==> config.mk <==
export PLATFORM = sky130hd
export DESIGN_NAME = tree_loader
export DESIGN_NICKNAME = d
export VERILOG_FILES = /design/src/rtl/tree_loader.sv
export SDC_FILE = /design/constraint.sdc
export NUM_CORES = 1
export LEC_CHECK = 0
export ABC_AREA = 1
export CAP_MARGIN = 30
export CORE_MARGIN = 4
export CORE_UTILIZATION = 49
export DETAILED_ROUTE_END_ITERATION = 10
export PLACE_DENSITY_LB_ADDON = 0.25
export SLEW_MARGIN = 15
export SYNTH_ARGS = -nofsm -noshare
export SYNTH_HDL_FRONTEND = slang
export SYNTH_SLANG_ARGS = --single-unit
==> constraint.sdc <==
create_clock -name clk -period 3.5 [get_ports clk]
set_input_delay 0.525 -clock clk [delete_from_list [all_inputs] [get_ports clk]]
set_output_delay 0.525 -clock clk [all_outputs]
set_load 0.03 [all_outputs]
==> src/rtl/tree_loader.sv <==
// tree_loader
//
// Purpose:
//   Buffers configuration records for a tree evaluator and replays them as
//   single-cycle write strobes. A START record restarts the evaluator. The
//   block then waits for its result and offers the result on a valid/ready
//   port. While the evaluator runs, new records stay queued in a small FIFO.
//
// Optional feature:
//   TREE_LOADER_TIMEOUT_EN  when defined, parameter TIMEOUT bounds the wait
//                           for the evaluator result. An expired wait gives a
//                           result with res_timeout=1 and a zero payload.
//
// Ports:
//   clk, rst            clock and synchronous active-high reset
//   in_valid/in_ready   record handshake
//   in_kind/in_addr/in_data   record contents
//                       kinds: 0 NODES, 1 PARENT, 2 REWARD, 3 ACTION,
//                       4 WEIGHT, 5 START
//   tv_rst              evaluator restart pulse
//   tv_conf_nodes/tv_conf_data   node-count write
//   tv_mem_par/rew/act/weight    node memory write strobes
//   tv_mem_addr/tv_mem_data      node memory write address and data
//   tv_exp_change/tv_exp/tv_act  evaluator result
//   res_valid/res_ready          result handshake
//   res_exp/res_act/res_timeout  captured result
//   err_count           count of dropped records, saturates at 255
module tree_loader #(
   parameter int W_ADDR     = 10,
   parameter int W_N_DATA   = 11,
   parameter int W_C_DATA   = 10,
   parameter int W_REWARD   = 11,
   parameter int W_ACTION   = 3,
   parameter int FIFO_DEPTH = 4
`ifdef TREE_LOADER_TIMEOUT_EN
   ,
   parameter int TIMEOUT    = 64
`endif
) (
   input  logic                clk,
   input  logic                rst,
   input  logic                in_valid,
   output logic                in_ready,
   input  logic [2:0]          in_kind,
   input  logic [W_ADDR-1:0]   in_addr,
   input  logic [W_N_DATA-1:0] in_data,
   output logic                tv_rst,
   output logic                tv_conf_nodes,
   output logic [W_C_DATA-1:0] tv_conf_data,
   output logic                tv_mem_par,
   output logic                tv_mem_rew,
   output logic                tv_mem_act,
   output logic                tv_mem_weight,
   output logic [W_ADDR-1:0]   tv_mem_addr,
   output logic [W_N_DATA-1:0] tv_mem_data,
   input  logic                tv_exp_change,
   input  logic [W_REWARD-1:0] tv_exp,
   input  logic [W_ACTION-1:0] tv_act,
   output logic                res_valid,
   input  logic                res_ready,
   output logic [W_REWARD-1:0] res_exp,
   output logic [W_ACTION-1:0] res_act,
   output logic                res_timeout,
   output logic [7:0]          err_count
);

   localparam int W_REC = 3 + W_ADDR + W_N_DATA;
   localparam int W_PTR = (FIFO_DEPTH > 1) ? $clog2(FIFO_DEPTH) : 1;
   localparam int W_CNT = $clog2(FIFO_DEPTH + 1);

   localparam logic [2:0] K_NODES  = 3'd0;
   localparam logic [2:0] K_PARENT = 3'd1;
   localparam logic [2:0] K_REWARD = 3'd2;
   localparam logic [2:0] K_ACTION = 3'd3;
   localparam logic [2:0] K_WEIGHT = 3'd4;
   localparam logic [2:0] K_START  = 3'd5;

   typedef enum logic [1:0] {LOAD, KICK, WAIT, RESULT} state_t;

   state_t state, state_next;

   logic [W_REC-1:0]    fifo_mem [FIFO_DEPTH];
   logic [W_PTR-1:0]    rd_ptr, wr_ptr;
   logic [W_CNT-1:0]    count;
   logic                push, pop, fifo_write, fifo_read, head_valid;
   logic [W_REC-1:0]    head;
   logic [2:0]          head_kind;
   logic [W_ADDR-1:0]   head_addr;
   logic [W_N_DATA-1:0] head_data;
   logic                addr_ok;

   logic [W_C_DATA-1:0] node_count;

   logic                nxt_conf_nodes, nxt_par, nxt_rew, nxt_act, nxt_weight;
   logic [W_C_DATA-1:0] nxt_conf_data;
   logic [W_ADDR-1:0]   nxt_addr;
   logic [W_N_DATA-1:0] nxt_data;
   logic                drop, load_nodes;

`ifdef TREE_LOADER_TIMEOUT_EN
   localparam int W_TO = $clog2(TIMEOUT + 1);
   logic [W_TO-1:0]     wait_cnt;
   logic                timeout_hit;
   assign timeout_hit = (state == WAIT) && !tv_exp_change
                        && (wait_cnt == W_TO'(TIMEOUT - 1));
`else
   assign res_timeout = 1'b0;
`endif

   function automatic logic [W_PTR-1:0] ptr_inc(input logic [W_PTR-1:0] p);
      return (p == W_PTR'(FIFO_DEPTH - 1)) ? '0 : p + W_PTR'(1);
   endfunction

   // When the FIFO is empty the incoming record is the head itself, so an
   // accept in LOAD is decoded on the same edge and shows up one cycle later.
   assign in_ready   = (count != W_CNT'(FIFO_DEPTH));
   assign push       = in_valid && in_ready;
   assign head_valid = (count != '0) || push;
   assign head       = (count != '0) ? fifo_mem[rd_ptr] : {in_kind, in_addr, in_data};
   assign {head_kind, head_addr, head_data} = head;
   assign pop        = (state == LOAD) && head_valid;
   assign fifo_read  = pop && (count != '0);
   assign fifo_write = push && !(pop && (count == '0));
   assign addr_ok    = 32'(head_addr) < 32'(node_count);

   assign tv_rst    = (state == KICK);
   assign res_valid = (state == RESULT);

   // FIFO storage has no reset; only the pointers and count need one.
   always_ff @(posedge clk) begin
      if (fifo_write) begin
         fifo_mem[wr_ptr] <= {in_kind, in_addr, in_data};
      end
   end

   always_ff @(posedge clk) begin
      if (rst) begin
         rd_ptr <= '0;
         wr_ptr <= '0;
         count  <= '0;
      end else begin
         if (fifo_write) wr_ptr <= ptr_inc(wr_ptr);
         if (fifo_read)  rd_ptr <= ptr_inc(rd_ptr);
         if (fifo_write && !fifo_read)      count <= count + W_CNT'(1);
         else if (!fifo_write && fifo_read) count <= count - W_CNT'(1);
      end
   end

   // State register.
   always_ff @(posedge clk) begin
      if (rst) state <= LOAD;
      else     state <= state_next;
   end

   // Next-state logic: START leaves LOAD, the restart lasts one cycle, then
   // the evaluator result (or an expired wait) moves on to RESULT.
   always_comb begin
      state_next = state;
      case (state)
         LOAD:    if (pop && (head_kind == K_START)) state_next = KICK;
         KICK:    state_next = WAIT;
         WAIT: begin
            if (tv_exp_change) state_next = RESULT;
`ifdef TREE_LOADER_TIMEOUT_EN
            else if (timeout_hit) state_next = RESULT;
`endif
         end
         RESULT:  if (res_ready) state_next = LOAD;
         default: state_next = LOAD;
      endcase
   end

   // Output decode of the popped record into the next strobe values. Node
   // writes beyond the programmed node count and unknown kinds are dropped.
   always_comb begin
      nxt_conf_nodes = 1'b0;
      nxt_par        = 1'b0;
      nxt_rew        = 1'b0;
      nxt_act        = 1'b0;
      nxt_weight     = 1'b0;
      nxt_conf_data  = '0;
      nxt_addr       = '0;
      nxt_data       = '0;
      drop           = 1'b0;
      load_nodes     = 1'b0;
      if (pop) begin
         case (head_kind)
            K_NODES: begin
               nxt_conf_nodes = 1'b1;
               nxt_conf_data  = head_data[W_C_DATA-1:0];
               load_nodes     = 1'b1;
            end
            K_PARENT, K_REWARD, K_ACTION, K_WEIGHT: begin
               if (addr_ok) begin
                  nxt_par    = (head_kind == K_PARENT);
                  nxt_rew    = (head_kind == K_REWARD);
                  nxt_act    = (head_kind == K_ACTION);
                  nxt_weight = (head_kind == K_WEIGHT);
                  nxt_addr   = head_addr;
                  nxt_data   = head_data;
               end else begin
                  drop = 1'b1;
               end
            end
            K_START: begin
            end
            default: drop = 1'b1;
         endcase
      end
   end

   // Registered strobes, node count, error counter and result capture.
   always_ff @(posedge clk) begin
      if (rst) begin
         tv_conf_nodes <= 1'b0;
         tv_mem_par    <= 1'b0;
         tv_mem_rew    <= 1'b0;
         tv_mem_act    <= 1'b0;
         tv_mem_weight <= 1'b0;
         tv_conf_data  <= '0;
         tv_mem_addr   <= '0;
         tv_mem_data   <= '0;
         node_count    <= '0;
         err_count     <= '0;
         res_exp       <= '0;
         res_act       <= '0;
      end else begin
         tv_conf_nodes <= nxt_conf_nodes;
         tv_mem_par    <= nxt_par;
         tv_mem_rew    <= nxt_rew;
         tv_mem_act    <= nxt_act;
         tv_mem_weight <= nxt_weight;
         tv_conf_data  <= nxt_conf_data;
         tv_mem_addr   <= nxt_addr;
         tv_mem_data   <= nxt_data;
         if (load_nodes) node_count <= nxt_conf_data;
         if (drop && (err_count != 8'hFF)) err_count <= err_count + 8'd1;
         if ((state == WAIT) && tv_exp_change) begin
            res_exp <= tv_exp;
            res_act <= tv_act;
         end
`ifdef TREE_LOADER_TIMEOUT_EN
         else if (timeout_hit) begin
            res_exp <= '0;
            res_act <= '0;
         end
`endif
      end
   end

`ifdef TREE_LOADER_TIMEOUT_EN
   // Wait counter restarts during KICK so every WAIT starts from zero.
   always_ff @(posedge clk) begin
      if (rst) begin
         wait_cnt    <= '0;
         res_timeout <= 1'b0;
      end else begin
         if (state == KICK)      wait_cnt <= '0;
         else if (state == WAIT) wait_cnt <= wait_cnt + W_TO'(1);
         if ((state == WAIT) && tv_exp_change) res_timeout <= 1'b0;
         else if (timeout_hit)                 res_timeout <= 1'b1;
      end
   end
`endif

endmodule

==> results list <==
- The count of buffers added on input and output ports is 103.
- The worst register-to-register path ends at tv_mem_data[5]$_SDFF_PP0_.
* Final period util: 0.822
- Average wire per standard cell: 16.2 µm
- Across all layers, the routed design uses 5,011 vias.
- Number of global-route vias before repair: 5,174
* Number of antenna violations at the first check in global routing: 0
- Final Hold Fails: 0
- The die covers 16,200 µm².
- The worst hold path was traced through 2 stages.
* Worst Setup EP: tv_mem_data[5]$_SDFF_PP0_
- Of the synthesized area, sequential elements account for 0.639.
- Die boundary width: 127 µm
* Post-Synthesis Cells: 661
- The min-delay analysis places its worst path in the category reg2reg.
* Diode insertion count for antenna repair: 0
* Normalized max-slew margin: 0.444
- Status: complete, no violations
* Max Transition Viols Final: 0
* DRC errors left: 0
- The final layout contains 833 nets.
- The first global-routing pass estimated 25,300 µm of wire.
- DR iter-0 viols: 356
- Grt ovf: 0
* Maximum Capacitance Violations: 0
* Final weighted congestion of routability-driven global placement: 0.798
- Clock-pin slew was measured on the worst setup and hold paths at 60 ps.
- On the worst path, the slowest cell contributes a delay of 420 ps.
- CTS saw 175 sinks.
* Detail Route Antenna Nets: 0
* Post-CTS Hold Fix Bufs: 0
- The kind of cell with the highest combined delay along the critical path is simple AND/OR/NAND/NOR gates.
- The clock period could shrink to 2880 ps.
- The critical path starts at count[0]$_SDFFE_PP0P_.
* Total negative setup slack: 0 ps
- For this design the static power due to leakage is 3.28 nW.
- Most repeated library cell on the critical path: sky130_fd_sc_hd__nand2_1
- Largest driver fanout on the critical path: 24
- Distinct cell type count of the synthesized netlist: 41
* Cell Area, Synth: 6990 µm²
* GRT Resource Usage Total: 0.198
- Peak supply drop: 0.438 mV
- The floorplan has 43 rows.
- In this run the critical register-to-register path is launched from count[0]$_SDFFE_PP0P_.
* Worst setup SP type: flop
- Post-cts sizing count: 0
- The top cell types in the final layout, fill and taps aside, are sky130_fd_sc_hd__nor2_1 (114), sky130_fd_sc_hd__clkdlybuf4s50_1 (103), sky130_fd_sc_hd__edfxtp_1 (96).
- The H-tree was split into 4 levels.
- STA puts the critical path data required time at 3790 ps.
- Critical path buffer and inverter count: 3
* Power per unit of standard cell area: 864 nW/µm²
- Entering global routing, the biggest net connects 27 pins.
- Walking the worst path, the cells encountered are nor2_2 > nand2_1 > inv_2 > nand2_1 > nand2_1 > ha_1 > nand2_1 > inv_1 > nand3_1 > nor3_1 > nand2_1 > nand2_1 > nor2_4 > inv_2 > nor2_1.
- For this block, the routed nets add up to 15,600 µm of wire.
- Detailed placement finished with a half-perimeter wire length of 10,700 µm.
- Number of search-and-repair iterations in the first detailed-routing pass: 4
- Among all stages on the critical path, the largest delay is contributed by sky130_fd_sc_hd__dfxtp_1.
* Critical path type: reg2reg
- For this configuration, the core starts out at a cell density of 0.502.
* Core box area: 13,900 µm²
- The worst setup path is captured at a flop.
* Synthesized Nets: 726
- Count of state elements after synthesis: 175
- The average instance in the mapped netlist occupies 10.6 µm².
* Total number of cells along the worst setup path: 15
- Worst Skew: 8.11 ps
- Crit path arrival time: 3170 ps
* Most common cell after layout, fill and taps aside: sky130_fd_sc_hd__nor2_1
- Number of warning messages in the yosys log: 0
- Number of setup buffers added after CTS: 0
- FF-to-FF path depth: 15
- 105 I/O pins were placed.
* RSZ-0062 raised after global routing: no
- TritonCTS clock tree: yes
- Relative to the synthesized area, the layout overhead comes to 25.6%.
- The number of clock buffers added by TritonCTS is 17.
* Library cell used as clock root buffer: sky130_fd_sc_hd__clkbuf_16
- Post-layout util: 0.630
* Worst-case register-to-register setup slack: 620 ps
- Clock buffer depth: 2
* Layout cells sized above 1: 0.109
* Achievable clock frequency: 347 MHz
- In this run the most critical hold path is launched from res_exp[2]$_SDFFE_PP0P_.
- Clock insertion delay at the later pin of the skew report: 420 ps
* Via count normalized by instance count: 5.21
- Die Y-Extent: 127 µm
- At the pin with the least slew margin, the transition time is 834 ps.
* Setup Viol. Count Final: 0
cells in the mapped netlist:
cell type	instances	share of area
sky130_fd_sc_hd__nor2_2	7	0.0063
sky130_fd_sc_hd__nand3_1	18	0.013
sky130_fd_sc_hd__o21ai_0	78	0.056
sky130_fd_sc_hd__a31oi_1	1	0.00090
sky130_fd_sc_hd__o22ai_2	5	0.0090
sky130_fd_sc_hd__buf_1	2	0.0011
sky130_fd_sc_hd__o211a_1	1	0.0014
sky130_fd_sc_hd__fa_1	1	0.0029
sky130_fd_sc_hd__buf_6	6	0.0097
sky130_fd_sc_hd__or2_1	1	0.00090
sky130_fd_sc_hd__nor2_4	1	0.0016
sky130_fd_sc_hd__nand2_2	3	0.0027
sky130_fd_sc_hd__or2_2	1	0.00090
sky130_fd_sc_hd__inv_2	5	0.0027
sky130_fd_sc_hd__buf_4	1	0.0011
sky130_fd_sc_hd__clkbuf_1	18	0.0097
sky130_fd_sc_hd__nand4_1	1	0.00090
sky130_fd_sc_hd__conb_1	1	0.00054
sky130_fd_sc_hd__nand3_2	3	0.0043
sky130_fd_sc_hd__xor2_1	1	0.0013
sky130_fd_sc_hd__a21oi_1	22	0.016
sky130_fd_sc_hd__a21oi_2	6	0.0075
sky130_fd_sc_hd__o21ai_4	1	0.0023
sky130_fd_sc_hd__a211oi_1	1	0.0011
sky130_fd_sc_hd__inv_1	43	0.023
sky130_fd_sc_hd__dfxtp_1	79	0.23
sky130_fd_sc_hd__buf_2	3	0.0021
sky130_fd_sc_hd__nor2_1	118	0.063
sky130_fd_sc_hd__nand4_2	1	0.0018
sky130_fd_sc_hd__edfxtp_1	96	0.41
sky130_fd_sc_hd__o21ai_2	2	0.0025
sky130_fd_sc_hd__nand2_4	1	0.0016
sky130_fd_sc_hd__nor4_1	1	0.00090
sky130_fd_sc_hd__nand3b_1	1	0.0011
sky130_fd_sc_hd__ha_1	21	0.038
sky130_fd_sc_hd__nand2_1	75	0.040
sky130_fd_sc_hd__nor3b_1	1	0.0011
sky130_fd_sc_hd__o21ai_1	6	0.0043
sky130_fd_sc_hd__o221ai_1	11	0.014
sky130_fd_sc_hd__o22ai_1	14	0.013
sky130_fd_sc_hd__nor3_1	3	0.0021
stage by stage:
stage | power [mW] | hold slack (ps) | setup WS (ps) | std cells | cell area [µm²]
global route | 8.13 | 515 | 301 | 961 | 8780
detailed placement | 5.82 | 475 | 613 | 929 | 8200
finish | 7.58 | 482 | 621 | 961 | 8780
CTS | 7.64 | 488 | 587 | 961 | 8780
global placement | 5.68 | 462 | 714 | 929 | 8200
floorplan | 4.91 | 454 | 888 | 661 | 6990
sequential cells by signal, indices dropped and copies added, names as in the netlist, named ones only:
register	flops
fifo_mem	96
res_exp	11
tv_mem_data	11
node_count	10
tv_conf_data	10
tv_mem_addr	10
err_count	8
count	3
res_act	3
rd_ptr	2
state	2
wr_ptr	2
tv_conf_nodes	1
tv_mem_act	1
tv_mem_par	1
tv_mem_rew	1
tv_mem_weight	1
kinds of logic after synthesis:
kind of cell | share of synthesized area
XOR/XNOR | 0.00125
AND/OR/NAND/NOR | 0.143
adder cells (fa/ha/maj) | 0.0405
flip-flops | 0.639
AO/OA/AOI/OAI | 0.127
other | 0.000537
buffers and inverters | 0.0494
worst min-delay path, delay by kind of cell, from the launching register on:
kind             cells  cell delay [ps]
DFF                  1              320
and+or+nand+nor      2              120
routing by layer:
metal  GRT usage  wire length (µm)  vias to the layer above
met5           0                 0                        -
met2       0.356              8050                      125
li1            -                 -                     2476
met3      0.0518               840                       18
met4      0.0536               189                        0
met1       0.233              6540                     2392
area by class of cell:
cell class,count,area [µm²]
tap,180,225
timing repair buffer,118,1140
multi-input combinational,408,2190
fill,1093,5160
sequential,175,4460
inverter,48,180
clock inverter,13,109
clock buffer,19,464
worst min-delay path by stage:
| stage | end | slack (ps) |
|---|---|---|
| floorplan | node_count[0]$_SDFFE_PP0P_ | 450 |
| global placement | res_exp[0]$_SDFFE_PP0P_ | 460 |
| detailed placement | res_exp[7]$_SDFFE_PP0P_ | 480 |
| CTS | res_exp[2]$_SDFFE_PP0P_ | 490 |
| global route | res_exp[5]$_SDFFE_PP0P_ | 520 |
| finish | res_exp[2]$_SDFFE_PP0P_ | 480 |
where the power goes:
| group | internal (mW) | switching, mW | total, mW |
|---|---|---|---|
| sequential | 2.53 | 0.138 | 2.67 |
| clock | 1.04 | 0.770 | 1.81 |
| combinational | 1.00 | 2.10 | 3.10 |
Power figures use the tool's default switching activity.
